[src/rtl/p405s_icu_line_fill_seq_pkg.sv]
// Shared types and constants for the ICU line-fill sequencer.
// Combinational only; no latency or backpressure of its own.
package p405s_icu_pkg;

  localparam int WORDS   = 8;
  localparam int LADDR_W = 27;
  localparam int WIDX_W  = $clog2(WORDS);
  localparam int PADDR_W = LADDR_W + WIDX_W;
  localparam int LINE_W  = WORDS * 32;

  typedef logic [WIDX_W-1:0] widx_t;

  typedef enum logic [2:0] {
    ST_IDLE  = 3'd0,
    ST_REQ   = 3'd1,
    ST_FILL  = 3'd2,
    ST_DRAIN = 3'd3,
    ST_DONE  = 3'd4
  } fill_state_e;

  // Word indices wrap modulo the line length.
  function automatic widx_t widx_inc(input widx_t i);
    return i + widx_t'(1);
  endfunction

endpackage

[src/rtl/p405s_icu_line_fill_seq_if.sv]
// Miss/PLB/fetch/datapath signal bundle for the line-fill sequencer.
// master = sequencer side, slave = ICU control, PLB and datapath side.
interface p405s_icu_line_fill_seq_if;
  import p405s_icu_pkg::*;

  logic               fillReq;
  logic [LADDR_W-1:0] fillAddr;
  logic [WIDX_W-1:0]  fillWord;
  logic               fillAbort;

  logic               plbReq;
  logic [PADDR_W-1:0] plbAddr;
  logic               plbAddrAck;
  logic               plbRdDAck;
  logic [31:0]        plbRdData;

  logic               fetchReq;
  logic [WIDX_W-1:0]  fetchWord;

  logic [31:0]        D;
  logic               E1;
  logic               lineDone;
  logic [LINE_W-1:0]  lineData;
  logic               busy;

  modport master (
    input  fillReq, fillAddr, fillWord, fillAbort,
    input  plbAddrAck, plbRdDAck, plbRdData,
    input  fetchReq, fetchWord,
    output plbReq, plbAddr,
    output D, E1, lineDone, lineData, busy
  );

  modport slave (
    output fillReq, fillAddr, fillWord, fillAbort,
    output plbAddrAck, plbRdDAck, plbRdData,
    output fetchReq, fetchWord,
    input  plbReq, plbAddr,
    input  D, E1, lineDone, lineData, busy
  );

endinterface

[src/rtl/p405s_icu_fill_buf.sv]
// Line buffer: one write port, one indexed read port, per-word valid bits.
// Writes land on the clock edge; reads are combinational; never stalls.
module p405s_icu_fill_buf
  import p405s_icu_pkg::*;
(
  input  logic              i_clk,
  input  logic              i_reset,
  input  logic              i_clr,
  input  logic              i_wr_en,
  input  widx_t             i_wr_idx,
  input  logic [31:0]       i_wr_dat,
  input  widx_t             i_rd_idx,
  output logic [31:0]       o_rd_dat,
  output logic              o_rd_vld,
  output logic [LINE_W-1:0] o_line
);

  logic [31:0]      r_mem [WORDS];
  logic [WORDS-1:0] r_vld;

  always_ff @(posedge i_clk) begin
    if (i_reset) begin
      r_vld <= '0;
    end else if (i_clr) begin
      r_vld <= '0;
    end else if (i_wr_en) begin
      r_vld[i_wr_idx] <= 1'b1;
    end
  end

  // Data array carries no reset; the valid bits alone qualify its contents.
  always_ff @(posedge i_clk) begin
    if (i_wr_en) begin
      r_mem[i_wr_idx] <= i_wr_dat;
    end
  end

  assign o_rd_dat = r_mem[i_rd_idx];
  assign o_rd_vld = r_vld[i_rd_idx];

  // Word 0 occupies the most significant lane (big-endian bit 0 side).
  for (genvar g = 0; g < WORDS; g++) begin : g_line
    assign o_line[LINE_W-1-32*g -: 32] = r_mem[g];
  end

endmodule

[src/rtl/p405s_icu_line_fill_seq.sv]
// Critical-word-first line-fill sequencer feeding the ICU datapath register.
// Zero added latency on forwarding; plbReq is held until plbAddrAck, fetch misses drop E1.
module p405s_icu_line_fill_seq
  import p405s_icu_pkg::*;
(
  input  logic                     i_cb,
  input  logic                     i_reset,
  p405s_icu_line_fill_seq_if.master bus
);

  fill_state_e        r_state;
  fill_state_e        w_state_nxt;
  logic [LADDR_W-1:0] r_addr;
  widx_t              r_crit;
  widx_t              r_ptr;
  widx_t              r_cnt;
  logic [31:0]        r_d;

  logic               w_beat;
  logic               w_last_beat;
  logic               w_fill_live;
  logic               w_latch;
  logic               w_clr;
  logic               w_wr;
  logic               w_crit_beat;
  logic [31:0]        w_rd_dat;
  logic               w_rd_vld;
  logic [LINE_W-1:0]  w_line;
  logic               w_fwd_vld;
  logic [31:0]        w_fwd_dat;

  // Beats are counted in FILL and DRAIN; only live FILL beats are stored.
  assign w_beat      = bus.plbRdDAck && ((r_state == ST_FILL) || (r_state == ST_DRAIN));
  assign w_last_beat = w_beat && (r_cnt == widx_t'(WORDS-1));
  assign w_fill_live = (r_state == ST_FILL) && !bus.fillAbort;
  assign w_latch     = (r_state == ST_IDLE) && bus.fillReq;
  assign w_clr       = w_latch || ((r_state == ST_FILL) && bus.fillAbort);
  assign w_wr        = w_fill_live && bus.plbRdDAck;
  assign w_crit_beat = w_wr && (r_cnt == '0);

  p405s_icu_fill_buf u_buf (
    .i_clk    (i_cb),
    .i_reset  (i_reset),
    .i_clr    (w_clr),
    .i_wr_en  (w_wr),
    .i_wr_idx (r_ptr),
    .i_wr_dat (bus.plbRdData),
    .i_rd_idx (bus.fetchWord),
    .o_rd_dat (w_rd_dat),
    .o_rd_vld (w_rd_vld),
    .o_line   (w_line)
  );

  always_comb begin
    w_state_nxt = r_state;
    w_fwd_vld   = 1'b0;
    w_fwd_dat   = r_d;

    unique case (r_state)
      ST_IDLE: begin
        if (bus.fillReq) w_state_nxt = ST_REQ;
      end
      ST_REQ: begin
        if (bus.fillAbort)       w_state_nxt = ST_IDLE;
        else if (bus.plbAddrAck) w_state_nxt = ST_FILL;
      end
      ST_FILL: begin
        if (w_last_beat)        w_state_nxt = bus.fillAbort ? ST_IDLE : ST_DONE;
        else if (bus.fillAbort) w_state_nxt = ST_DRAIN;
      end
      ST_DRAIN: begin
        if (w_last_beat) w_state_nxt = ST_IDLE;
      end
      ST_DONE: begin
        w_state_nxt = ST_IDLE;
      end
      default: begin
        w_state_nxt = ST_IDLE;
      end
    endcase

    // Critical beat wins; otherwise a demand fetch takes the arriving beat or the buffer.
    if (w_crit_beat) begin
      w_fwd_vld = 1'b1;
      w_fwd_dat = bus.plbRdData;
    end else if (bus.fetchReq && (w_fill_live || (r_state == ST_DONE))) begin
      if (w_wr && (r_ptr == bus.fetchWord)) begin
        w_fwd_vld = 1'b1;
        w_fwd_dat = bus.plbRdData;
      end else if (w_rd_vld) begin
        w_fwd_vld = 1'b1;
        w_fwd_dat = w_rd_dat;
      end
    end
  end

  always_ff @(posedge i_cb) begin
    if (i_reset) begin
      r_state <= ST_IDLE;
      r_ptr   <= '0;
      r_cnt   <= '0;
      r_d     <= '0;
    end else begin
      r_state <= w_state_nxt;
      if (w_fwd_vld) begin
        r_d <= w_fwd_dat;
      end
      if (w_latch) begin
        r_ptr <= bus.fillWord;
        r_cnt <= '0;
      end else if (w_beat) begin
        r_ptr <= widx_inc(r_ptr);
        r_cnt <= widx_inc(r_cnt);
      end
    end
  end

  always_ff @(posedge i_cb) begin
    if (w_latch) begin
      r_addr <= bus.fillAddr;
      r_crit <= bus.fillWord;
    end
  end

  assign bus.plbReq   = (r_state == ST_REQ);
  assign bus.plbAddr  = {r_addr, r_crit};
  assign bus.D        = w_fwd_dat;
  assign bus.E1       = w_fwd_vld;
  assign bus.lineDone = (r_state == ST_DONE);
  assign bus.lineData = w_line;
  assign bus.busy     = (r_state != ST_IDLE);

endmodule
[src/flat_wrapper.sv]
// flat-port wrapper written by rule: the top's interface ports become plain ports
module p405s_icu_line_fill_seq_flat import p405s_icu_pkg::*;
  (i_cb, i_reset, bus_fillReq, bus_fillAddr, bus_fillWord, bus_fillAbort, bus_plbAddrAck, bus_plbRdDAck, bus_plbRdData, bus_fetchReq, bus_fetchWord, bus_plbReq, bus_plbAddr, bus_D, bus_E1, bus_lineDone, bus_lineData, bus_busy);
  p405s_icu_line_fill_seq_if bus_i ();
  input  logic i_cb;
  input  logic i_reset;
  input wire logic [$bits(bus_i.fillReq)-1:0] bus_fillReq;
  input wire logic [$bits(bus_i.fillAddr)-1:0] bus_fillAddr;
  input wire logic [$bits(bus_i.fillWord)-1:0] bus_fillWord;
  input wire logic [$bits(bus_i.fillAbort)-1:0] bus_fillAbort;
  input wire logic [$bits(bus_i.plbAddrAck)-1:0] bus_plbAddrAck;
  input wire logic [$bits(bus_i.plbRdDAck)-1:0] bus_plbRdDAck;
  input wire logic [$bits(bus_i.plbRdData)-1:0] bus_plbRdData;
  input wire logic [$bits(bus_i.fetchReq)-1:0] bus_fetchReq;
  input wire logic [$bits(bus_i.fetchWord)-1:0] bus_fetchWord;
  output wire logic [$bits(bus_i.plbReq)-1:0] bus_plbReq;
  output wire logic [$bits(bus_i.plbAddr)-1:0] bus_plbAddr;
  output wire logic [$bits(bus_i.D)-1:0] bus_D;
  output wire logic [$bits(bus_i.E1)-1:0] bus_E1;
  output wire logic [$bits(bus_i.lineDone)-1:0] bus_lineDone;
  output wire logic [$bits(bus_i.lineData)-1:0] bus_lineData;
  output wire logic [$bits(bus_i.busy)-1:0] bus_busy;
  assign bus_i.fillReq = bus_fillReq;
  assign bus_i.fillAddr = bus_fillAddr;
  assign bus_i.fillWord = bus_fillWord;
  assign bus_i.fillAbort = bus_fillAbort;
  assign bus_i.plbAddrAck = bus_plbAddrAck;
  assign bus_i.plbRdDAck = bus_plbRdDAck;
  assign bus_i.plbRdData = bus_plbRdData;
  assign bus_i.fetchReq = bus_fetchReq;
  assign bus_i.fetchWord = bus_fetchWord;
  assign bus_plbReq = bus_i.plbReq;
  assign bus_plbAddr = bus_i.plbAddr;
  assign bus_D = bus_i.D;
  assign bus_E1 = bus_i.E1;
  assign bus_lineDone = bus_i.lineDone;
  assign bus_lineData = bus_i.lineData;
  assign bus_busy = bus_i.busy;
  p405s_icu_line_fill_seq u_core (.i_cb(i_cb), .i_reset(i_reset), .bus(bus_i));
endmodule
[config.mk]
export PLATFORM = sky130hd
export DESIGN_NAME = p405s_icu_line_fill_seq_flat
export DESIGN_NICKNAME = d
export VERILOG_FILES = /design/src/rtl/p405s_icu_line_fill_seq_pkg.sv /design/src/rtl/p405s_icu_line_fill_seq_if.sv /design/src/rtl/p405s_icu_fill_buf.sv /design/src/rtl/p405s_icu_line_fill_seq.sv /design/src/flat_wrapper.sv
export SDC_FILE = /design/constraint.sdc
export NUM_CORES = 1
export LEC_CHECK = 0
export ABC_AREA = 1
export CAP_MARGIN = 20
export CORE_MARGIN = 3
export CORE_UTILIZATION = 45
export CTS_CLUSTER_DIAMETER = 60
export DETAILED_ROUTE_END_ITERATION = 6
export PLACE_DENSITY = 0.75
export SLEW_MARGIN = 20
export SYNTH_ARGS = -nofsm -noshare
export SYNTH_HDL_FRONTEND = slang
export SYNTH_SLANG_ARGS = --single-unit
[constraint.sdc]
create_clock -name i_cb -period 3.9 [get_ports i_cb]
set_input_delay 1.17 -clock i_cb [delete_from_list [all_inputs] [get_ports i_cb]]
set_output_delay 1.17 -clock i_cb [all_outputs]
set_load 0.005 [all_outputs]
# Word-level counts from Yosys, hierarchy flattened
# Memory sizes are Yosys's and may differ from the RTL's.
# Cells that the tools add are included.
[word_totals] reg_bits=79 latchBits=0 ram_bits=256 romBits=0 input_bits=72 output_inout_bits=322 n_memories=1
[op_classes] add_sub_neg=2 n_mul=0 div=0 n_lt_le_gt_ge=3 eq_ne=10 shift=0 mux=24 n_bitwise=1 n_reduce_logical=21
[mem_list] memory="u_core.u_buf.r_mem" depth=8 width=32 read_ports=9 rd_clocked_by_memory_dff=0 write_ports=1 line_no="p405s_icu_fill_buf.sv:18" text="logic [31:0] r_mem [WORDS];"
[op_table] cell="two-way mux 32 bit" count=4
[op_table] cell="two-way mux 3 bit" count=9
[op_table] cell="one-hot mux 3 bit (4 select lines)" count=1
[op_table] cell="logical AND 1 bit" count=10
[op_table] cell="< comparator 3 x 4 -> 1 bit, second input constant" count=2
[op_table] cell="two-way mux 1 bit" count=8
[op_table] cell="bitwise OR 8 bit" count=1
[op_table] cell="adder 3 x 1 -> 3 bit, second input constant" count=2
[op_table] cell="equality test 3 x 2 -> 1 bit, second input constant" count=2
[op_table] cell="equality test 3 bit, second input constant" count=2
[op_table] cell="zero test 3 bit" count=2
[op_table] cell="AND reduction 4 bit" count=1
[op_table] cell="OR reduction 2 bit" count=2
[op_table] cell="binary-select mux 1 bit (select 3 bit)" count=1
[op_table] cell="demux 1 bit (select 3 bit)" count=1
[op_table] cell="equality test 3 x 1 -> 1 bit, second input constant" count=1
[op_table] cell="equality test 3 bit" count=1
[op_table] cell=">= comparator 3 x 1 -> 1 bit, second input constant" count=1
[op_table] cell="logical OR 1 bit" count=3
[op_table] cell="!= test 3 x 2 -> 1 bit, second input constant" count=1
[op_table] cell="!= test 3 bit, second input constant" count=1
[op_table] cell="nonzero test 3 bit" count=1
[op_table] cell="!= test 2 x 1 -> 1 bit, second input constant" count=1
[op_table] cell="!= test 2 bit, second input constant" count=1
[op_table] cell="other kinds (2)" count=2

# Depth between registers and ports, before layout
# Gate-level depths: netlist of run 1.
[logic_depth] ltp_word=7 depth_mapped=14 ltp_nobuf=11

# By module
# A second synthesis of run 1 with hierarchy kept.
[unflattened] hier_cells=1718 hier_area_um2=15472.3
[by_module_without_submodules] mod="p405s_icu_fill_buf" n_inst=1 cells_per_inst=1179 area_per_inst_um2=11562.3 seq_area_each_um2=7847.5
[by_module_without_submodules] mod="p405s_icu_line_fill_seq" n_inst=1 cells_per_inst=539 area_per_inst_um2=3910.0 seq_area_each_um2=1721.7

# Worst setup path after synthesis of run 1
# Ideal clock, no wire load.
[synth_path] kind="input -> output" startpoint="input port bus_fetchWord[0]" endpoint="output port bus_D[0]" arrival_ns=2.349 required_time_ns=2.730 slack_ns=0.381 stages=13 cell_sequence="buf_4 inv_2 nand2_1 nand3_1 nand3_1 nand2_1 inv_1 clkbuf_1 nand3_1 nand2_1 nand2_1 nand2_1 nand2_1"
[synth_via] elab_chain_len=6
[synth_rtl] item="start, declared" line_no="flat_wrapper.sv:15" text="input wire logic [$bits(bus_i.fetchWord)-1:0] bus_fetchWord;"
[synth_rtl] item="binary-select mux 1 bit (select 3 bit)" line_no="p405s_icu_fill_buf.sv:39" text="assign o_rd_vld = r_vld[i_rd_idx];"
[synth_rtl] item="two-way mux 1 bit (implied by the code)" line_no="p405s_icu_fill_buf.sv:39"
[synth_rtl] item="two-way mux 32 bit" line_no="p405s_icu_line_fill_seq.sv:90" text="end else if (w_rd_vld) begin"
[synth_rtl] item="two-way mux 32 bit *" line_no="p405s_icu_line_fill_seq.sv:87" text="if (w_wr && (r_ptr == bus.fetchWord)) begin"
[synth_rtl] item="two-way mux 32 bit *" line_no="p405s_icu_line_fill_seq.sv:86" text="end else if (bus.fetchReq && (w_fill_live || (r_state == ST_DONE))) begin"
[synth_rtl] item="two-way mux 32 bit *" line_no="p405s_icu_line_fill_seq.sv:83" text="if (w_crit_beat) begin"
[synth_rtl] item="end, declared" line_no="flat_wrapper.sv:18" text="output wire logic [$bits(bus_i.D)-1:0] bus_D;"
# Every way passes the cells marked *; elsewhere a longest branch is shown, timed or not. The select of a mux whose other input is x is not followed.

# Worst setup path after layout of run 1
[layout_path] startpoint="input port bus_fillAbort" endpoint="output port bus_D[4]"
[layout_via] elab_chain_len=7
[layout_rtl] item="start, declared" line_no="flat_wrapper.sv:10" text="input wire logic [$bits(bus_i.fillAbort)-1:0] bus_fillAbort;"
[layout_rtl] item="zero test 1 bit *" line_no="p405s_icu_line_fill_seq.sv:35" text="assign w_fill_live = (r_state == ST_FILL) && !bus.fillAbort;"
[layout_rtl] item="logical AND 1 bit *" line_no="p405s_icu_line_fill_seq.sv:35"
[layout_rtl] item="logical AND 1 bit" line_no="p405s_icu_line_fill_seq.sv:38" text="assign w_wr = w_fill_live && bus.plbRdDAck;"
[layout_rtl] item="logical AND 1 bit" line_no="p405s_icu_line_fill_seq.sv:87"
[layout_rtl] item="two-way mux 32 bit" line_no="p405s_icu_line_fill_seq.sv:87"
[layout_rtl] item="two-way mux 32 bit" line_no="p405s_icu_line_fill_seq.sv:86"
[layout_rtl] item="two-way mux 32 bit *" line_no="p405s_icu_line_fill_seq.sv:83"
# Every way passes the cells marked *; elsewhere a longest branch is shown, timed or not.

==> results.cfg, run 1 <==
[clocking]
cts_tree = done
insertion_delay_ns = 0.52
path_clk_slew_ns = 0.06
cts_made_buffers = 37
h-tree-depth = 2
hold_buffers = 0
clockRootBuffer = clkbuf_16
cts_buffer_depth = 3
cts.sinks = 335

[layout]
syn2layout_area_growth_pct = 52.7
fin_nets = 2058
layoutNonFillerInstCount = 2413
drive_gt1_frac = 0.212
final_util = 0.699
design_area_um2 = 22100

[die]
die_w_um = 185
num_rows = 65
dieArea_um2 = 34400
core_um2 = 31600
start_util = 0.458
design.portCount = 394
die_h_um = 185

[sta]
setup-violations-final = 24
setup_ws_ns = -0.105
clock_skew_ns = 0.0177
tns_ns = -1.53
finalCritPeriodShare = 1.03
tightestPinTransition_ns = 0.726
hold_viol = 0
whs_ns = 0.460
relSlewSlack = 0.516
period_needed_ns = 4.00
fmax_mhz = 250
slew_viol_final = 0
rsz0062_at_grt = true

[yosys]
synth_fa_ha_area_frac = 0.00346
syn_avg_cell_area_um2 = 10.2
yosysUniqueCellTypes = 33
synth_area_leaders = edfxtp_1, nand2_1, dfxtp_1
muxShareOfSynthArea = 0
syn-instance-count = 1421
yosys.area.top_type = edfxtp_1
seq_area_frac_synth = 0.661
synth_top_family_by_area = simple AND/OR/NAND/NOR gates
synth_top_area_frac = 0.593
synth-seq-cells = 335
syn_nets = 1497
synth_compound_area_frac = 0.0449
synth-xor-area-share = 0.00181
synth_warnings = 0
syn-cell-area_um2 = 14500
synthSimpleGateAreaFrac = 0.243

[global_route]
grtUsageTotal = 0.278
grt_pass1_vias = 12327
grt_max_degree = 69
overflow = 0
antenna_found_initial = 0
grt_first_pass_wirelength_um = 72300

[status]
status = finished, violations left
failed_checks = setup timing

[critical_path]
crit_fanout = 18
path_class = in -> out
end_kind = primary output
arrival_ns = 2.83
timing.critical_path.mode_cell = nand2_1
crit_chain = buf_8 > inv_4 > nand3_4 > nor2_4 > buf_12 > nand3_4 > buf_4 > clkbuf_16 > or2_2 > nand2_1 > nand2_1 > nand2_1 > nand2_1 > dlymetal6s2s_1
critPathBufInv = 6
slowest_stage = or2_2
rrSetupSlack_ns = 1.59
timing.rr.end = u_core.r_d[9]
rr_startpoint = u_core.r_state[1]
cpPeakStageDelay_ns = 0.27
reg2reg_depth = 16
crit_required_ns = 2.73
start_kind = primary input
cp_top_family = simple AND/OR/NAND/NOR gates

[detailed_routing]
vias = 13036
avgViaCountPerCell = 5.40
drc_errors = 0
post_drt_wl_per_cell_um = 21.4
drt_iter0_markers = 1391
wirelength_um = 51600
drtAntennaViolNets = 0
drtPass1Iterations = 5

[pwr]
ir_drop_v = 0.000408
p_leak_nw = 8.94
total_power_mw = 8.37
p_per_area_nw_per_um2 = 378

[worst_hold_path]
worstHoldPathType = reg -> reg
worstHoldPathCells = 2
hold_end = u_core.u_buf.r_vld[1]
min_from = u_core.u_buf.r_vld[1]

[placed_design]
dpl-instance-area_um2 = 19900
dpl.cell_count = 2277
finalWeightedCongestion = 0.866
port_buffers = 393
pre_cts_ws_ns = -0.620
dp_hpwl_um = 32800

[job]
cap_viol_max_count = 0
[what timing repair did]
action / CTS / global route
pin swaps: 16 / 48
hold endpoints to repair: 0 / 0
setup buffers: 14 / 45
gates cloned: 9 / 5
endpoints found under the setup margin: 33 / 32
gates resized for setup: 89 / 125
[synthesized netlist by cell type, drive strengths merged]
cell type and instances:
dfxtp 49, clkbuf 23, o21ai 4, nor2 30, nand2 608, or2 32
buf 55, xor2 2, a221oi 1, a31o 1, xnor2 1, ha 4
a21boi 1, o211ai 1, edfxtp 286, a21oi 74, inv 73, o22ai 1
nor3 5, nand3 170
[layer usage]
metal | up-vias | part of all wire | track usage
met5 | - | 0 | 0
met4 | 0 | 0.041 | 0.112
met3 | 139 | 0.11 | 0.0685
met2 | 903 | 0.47 | 0.455
met1 | 6132 | 0.37 | 0.358
li1 | 5862 | - | -
[where the power goes]
part           switching [mW]  internal [mW]  total, mW
logic                   0.599          0.498       1.10
clock network            1.37           1.87       3.24
registers              0.0431           3.99       4.04
[logic make-up (layout without fill, tap and decap cells)]
kind of cell             count (synthesis)  after routing
AO/OA/AOI/OAI                           83             83
XOR/XNOR                                 3              3
adder cells (fa/ha/maj)                  4              4
buffers and inverters                  151            740
flip-flops                             335            335
other                                    0              1
AND/OR/NAND/NOR                        845            845
[sequential cells by signal, indices dropped and copies added (netlist names)]
register	count
u_core.u_buf.r_vld	8
u_core.r_ptr	3
u_core.r_crit	3
u_core.r_state	3
u_core.r_addr	27
u_core.r_d	32
u_core.u_buf.r_mem	256
u_core.r_cnt	3
[layout make-up]
cell class | instances | area [µm²]
sequential | 335 | 9570
fill | 2242 | 9520
timing repair buffer | 600 | 6080
multi-input combinational | 935 | 4550
clock buffer | 53 | 1040
tap | 402 | 503
inverter | 73 | 284
clock inverter | 14 | 86.3
antenna | 1 | 2.50
[worst max-delay path by stage]
stage	depth (start not counted)	end	from	slack (ns)
global route	14	bus_D[4]	bus_fillAbort	-0.20
global placement	13	bus_D[20]	bus_fillAbort	-0.63
finish	14	bus_D[4]	bus_fillAbort	-0.10
detailed placement	12	bus_D[28]	bus_fillAbort	-0.62
CTS	13	bus_D[8]	bus_fillAbort	-0.40
floorplan	13	bus_D[0]	bus_fetchWord[0]	0.38
[placed cells by master, fill, tap and decap left out, types with 3 or more instances in the layout]
cell type          n
nand2_1          570
clkdlybuf4s50_1  353
edfxtp_1         286
nand3_1          161
buf_4            146
inv_1             65
a21oi_2           53
dfxtp_1           49
clkbuf_16         44
nand2_2           35
buf_6             29
buf_12            21
nor2_1            19
or2_0             15
a21oi_1           14
clkbuf_1          13
buf_2             12
nor2_4            10
buf_16             9
dlymetal6s2s_1     9
clkbuf_2           8
nand3_2            7
a21oi_4            7
inv_2              6
or2_2              6
or2_4              6
or2_1              5
clkinv_2           5
nor3_1             4
o21ai_0            4
ha_1               4
buf_8              4
clkinv_1           3
[worst reg2reg max path, cell delays in order, from the launching register on]
cell and delay [ns]:
dfxtp_1 0.39, inv_2 0.06, nor2_4 0.15, nand3_4 0.09, nor2_4 0.13, buf_12 0.12
nand3_4 0.12, nand2_4 0.12, nand2_8 0.08, buf_6 0.15, clkbuf_16 0.16, buf_6 0.12
a21oi_2 0.11, nand2_1 0.08, buf_4 0.13, buf_4 0.12, a21oi_2 0.10
Note: power is estimated with default switching activity, not from simulation.
==> inputs of run 2 (changes only) <==
--- a/config.mk
+++ b/config.mk
@@ -7,11 +7,13 @@
 export LEC_CHECK = 0
 export ABC_AREA = 1
 export CAP_MARGIN = 20
+export CELL_PAD_IN_SITES_DETAIL_PLACEMENT = 2
+export CELL_PAD_IN_SITES_GLOBAL_PLACEMENT = 2
 export CORE_MARGIN = 3
-export CORE_UTILIZATION = 45
+export CORE_UTILIZATION = 30
 export CTS_CLUSTER_DIAMETER = 60
 export DETAILED_ROUTE_END_ITERATION = 6
-export PLACE_DENSITY = 0.75
+export PLACE_DENSITY_LB_ADDON = 0.1
 export SLEW_MARGIN = 20
 export SYNTH_ARGS = -nofsm -noshare
 export SYNTH_HDL_FRONTEND = slang
==> run 2 against run 1 <==
  * The run still ends with setup timing left
  * Routed wire length is 38% higher
  * Final cell count is 12% higher
  * Combinational power is 23% higher
  * Global-route usage is 2.1 points lower
  * Sequential share of layout area is 3.1 points lower
  * Register-to-register slack worse by 1.6 ns
  * Largest cell class unchanged
  * Largest power group unchanged
==> results.cfg, run 2 (same netlist as run 1, synthesis figures left out) <==
[status]
status = finished, violations left
failed_checks = setup timing

[layout]
drive_gt1_frac = 0.297
mostFrequentLayoutCells = nand2_1, clkdlybuf4s50_1, edfxtp_1, buf_4, nand3_1
fin_nets = 2143
largest_register_ffs = 256
multi_input_area_um2 = 4940
syn2layout_area_growth_pct = 64.6
fill_cells = 4755
design_area_um2 = 23800
mostFrequentLayoutCell = nand2_1
regArea_um2 = 9570
reg_top3 = u_core.u_buf.r_mem (256), u_core.r_d (32), u_core.r_addr (27)
diodes = 0
top_register = u_core.u_buf.r_mem

[clocking]
h-tree-depth = 2
clockRootBuffer = clkbuf_16
path_clk_slew_ns = 0.06
insertion_delay_ns = 0.57
cts.sinks = 335
cts_tree = done
hold_buffers = 0
cts_buffer_depth = 3
cts_made_buffers = 41

[die]
dieArea_um2 = 50900
start_util = 0.307
num_rows = 79
die_h_um = 226
die_w_um = 226
design.portCount = 394
core_um2 = 47100

[detailed_routing]
drt-met1-wl_um = 28700
avgViaCountPerCell = 5.04
wl_met3_um = 3700
drtPass1Iterations = 7
vias = 13640
drt_iter0_markers = 716
wirelength_um = 71100
post_drt_wl_per_cell_um = 26.3
drc_errors = 0
drtAntennaViolNets = 0
wl_met2_um = 36700
top_layer = met4

[critical_path]
timing.critical_path.mode_cell = buf_4
cpPeakStageDelay_ns = 0.18
reg2reg_depth = 28
start_kind = primary input
end_kind = flop
path_class = in -> reg
crit_required_ns = 4.40
slowest_stage = a21oi_4
crit_fanout = 6
arrival_ns = 4.56

[sta]
hold_viol = 0
fmax_mhz = 246
rsz0062_at_grt = true
clock_skew_ns = 0.0138
period_needed_ns = 4.07
slew_viol_final = 0
relSlewSlack = 0.507
finalCritPeriodShare = 1.04
setup_ws_ns = -0.166
tns_ns = -1.19
tightestPinTransition_ns = 0.739
setup-violations-final = 22

[placed_design]
dp_hpwl_um = 43800
port_buffers = 393
dpl-instance-area_um2 = 20500
finalWeightedCongestion = 0.776

[pwr]
intPower_mw = 6.93
total_power_mw = 9.31
p_leak_nw = 9.43
pwr-share-comb = 0.145
pwr-share-clk = 0.420
p_seq_frac = 0.435
switching_power_mw = 2.38
swShare = 0.255
p_per_area_nw_per_um2 = 391
ir_drop_v = 0.000352

[job]
cap_viol_max_count = 0

[global_route]
grt_pass1_vias = 15112
grt_first_pass_wirelength_um = 97300
grtUsageTotal = 0.258
overflow = 0
grt_max_degree = 39
antenna_found_initial = 1

[worst_hold_path]
worstHoldPathType = reg -> reg
worstHoldPathCells = 2
## run 2: worst max-delay path, delay by kind of cell
kind	cells	cell delay [ns]
buf+inv	20	2.48
compound gates	2	0.34
simple gates	7	0.56
## run 2: metrics by stage
stage	utilization	worst slack [ns]	cells	hold WS [ns]
after floorplan	-	0.381	1421	0.435
after global placement	0.434	-0.671	2507	0.445
after detailed placement	0.434	-0.703	2507	0.457
after CTS	0.484	-0.0340	2674	0.466
after global routing	0.505	-0.210	2707	0.498
final	0.505	-0.166	2707	0.475
## run 2: metal layers
layer / vias to the layer above / track usage
met5: - / 0
met3: 123 / 0.0525
met2: 446 / 0.456
met1: 7035 / 0.315
li1: 6036 / -
met4: 0 / 0.0836
## run 2: power groups by stage
stage / Clock (mW) / Sequential (mW) / Combinational [mW]
finish: 3.91 / 4.05 / 1.35
global route: 4.11 / 4.05 / 1.45
CTS: 3.98 / 4.04 / 1.19
detailed placement: 0 / 4.11 / 1.09
global placement: 0 / 4.11 / 1.06
floorplan: 0 / 4.11 / 0.428
## run 2: final timing paths
path,from,endpoint,slack (ns)
setup / recovery,bus_fetchWord[0],u_core.r_d[30],-0.17
hold / removal,u_core.u_buf.r_vld[1],u_core.u_buf.r_vld[1],0.48
hold reg to reg,u_core.u_buf.r_vld[1],u_core.u_buf.r_vld[1],0.48
setup reg to reg,u_core.r_ptr[0],u_core.r_d[30],-0.05
## run 2: area by class of cell
| cell class | count | share of cell area |
|---|---|---|
| well taps | 607 | 0.0319 |
| repair buffers | 681 | 0.290 |
| clock buffers | 62 | 0.0502 |
| multi-input cells | 935 | 0.207 |
| inverters | 73 | 0.0128 |
| clock inverters | 14 | 0.00667 |
| flip-flops and latches | 335 | 0.402 |
## run 2: what timing repair did
item                                    in CTS  in global routing
gates resized for setup                    183                218
endpoints found under the setup margin      33                 37
pin swaps                                   42                 97
gates cloned                                 6                  8
buffers inserted                            86                 36
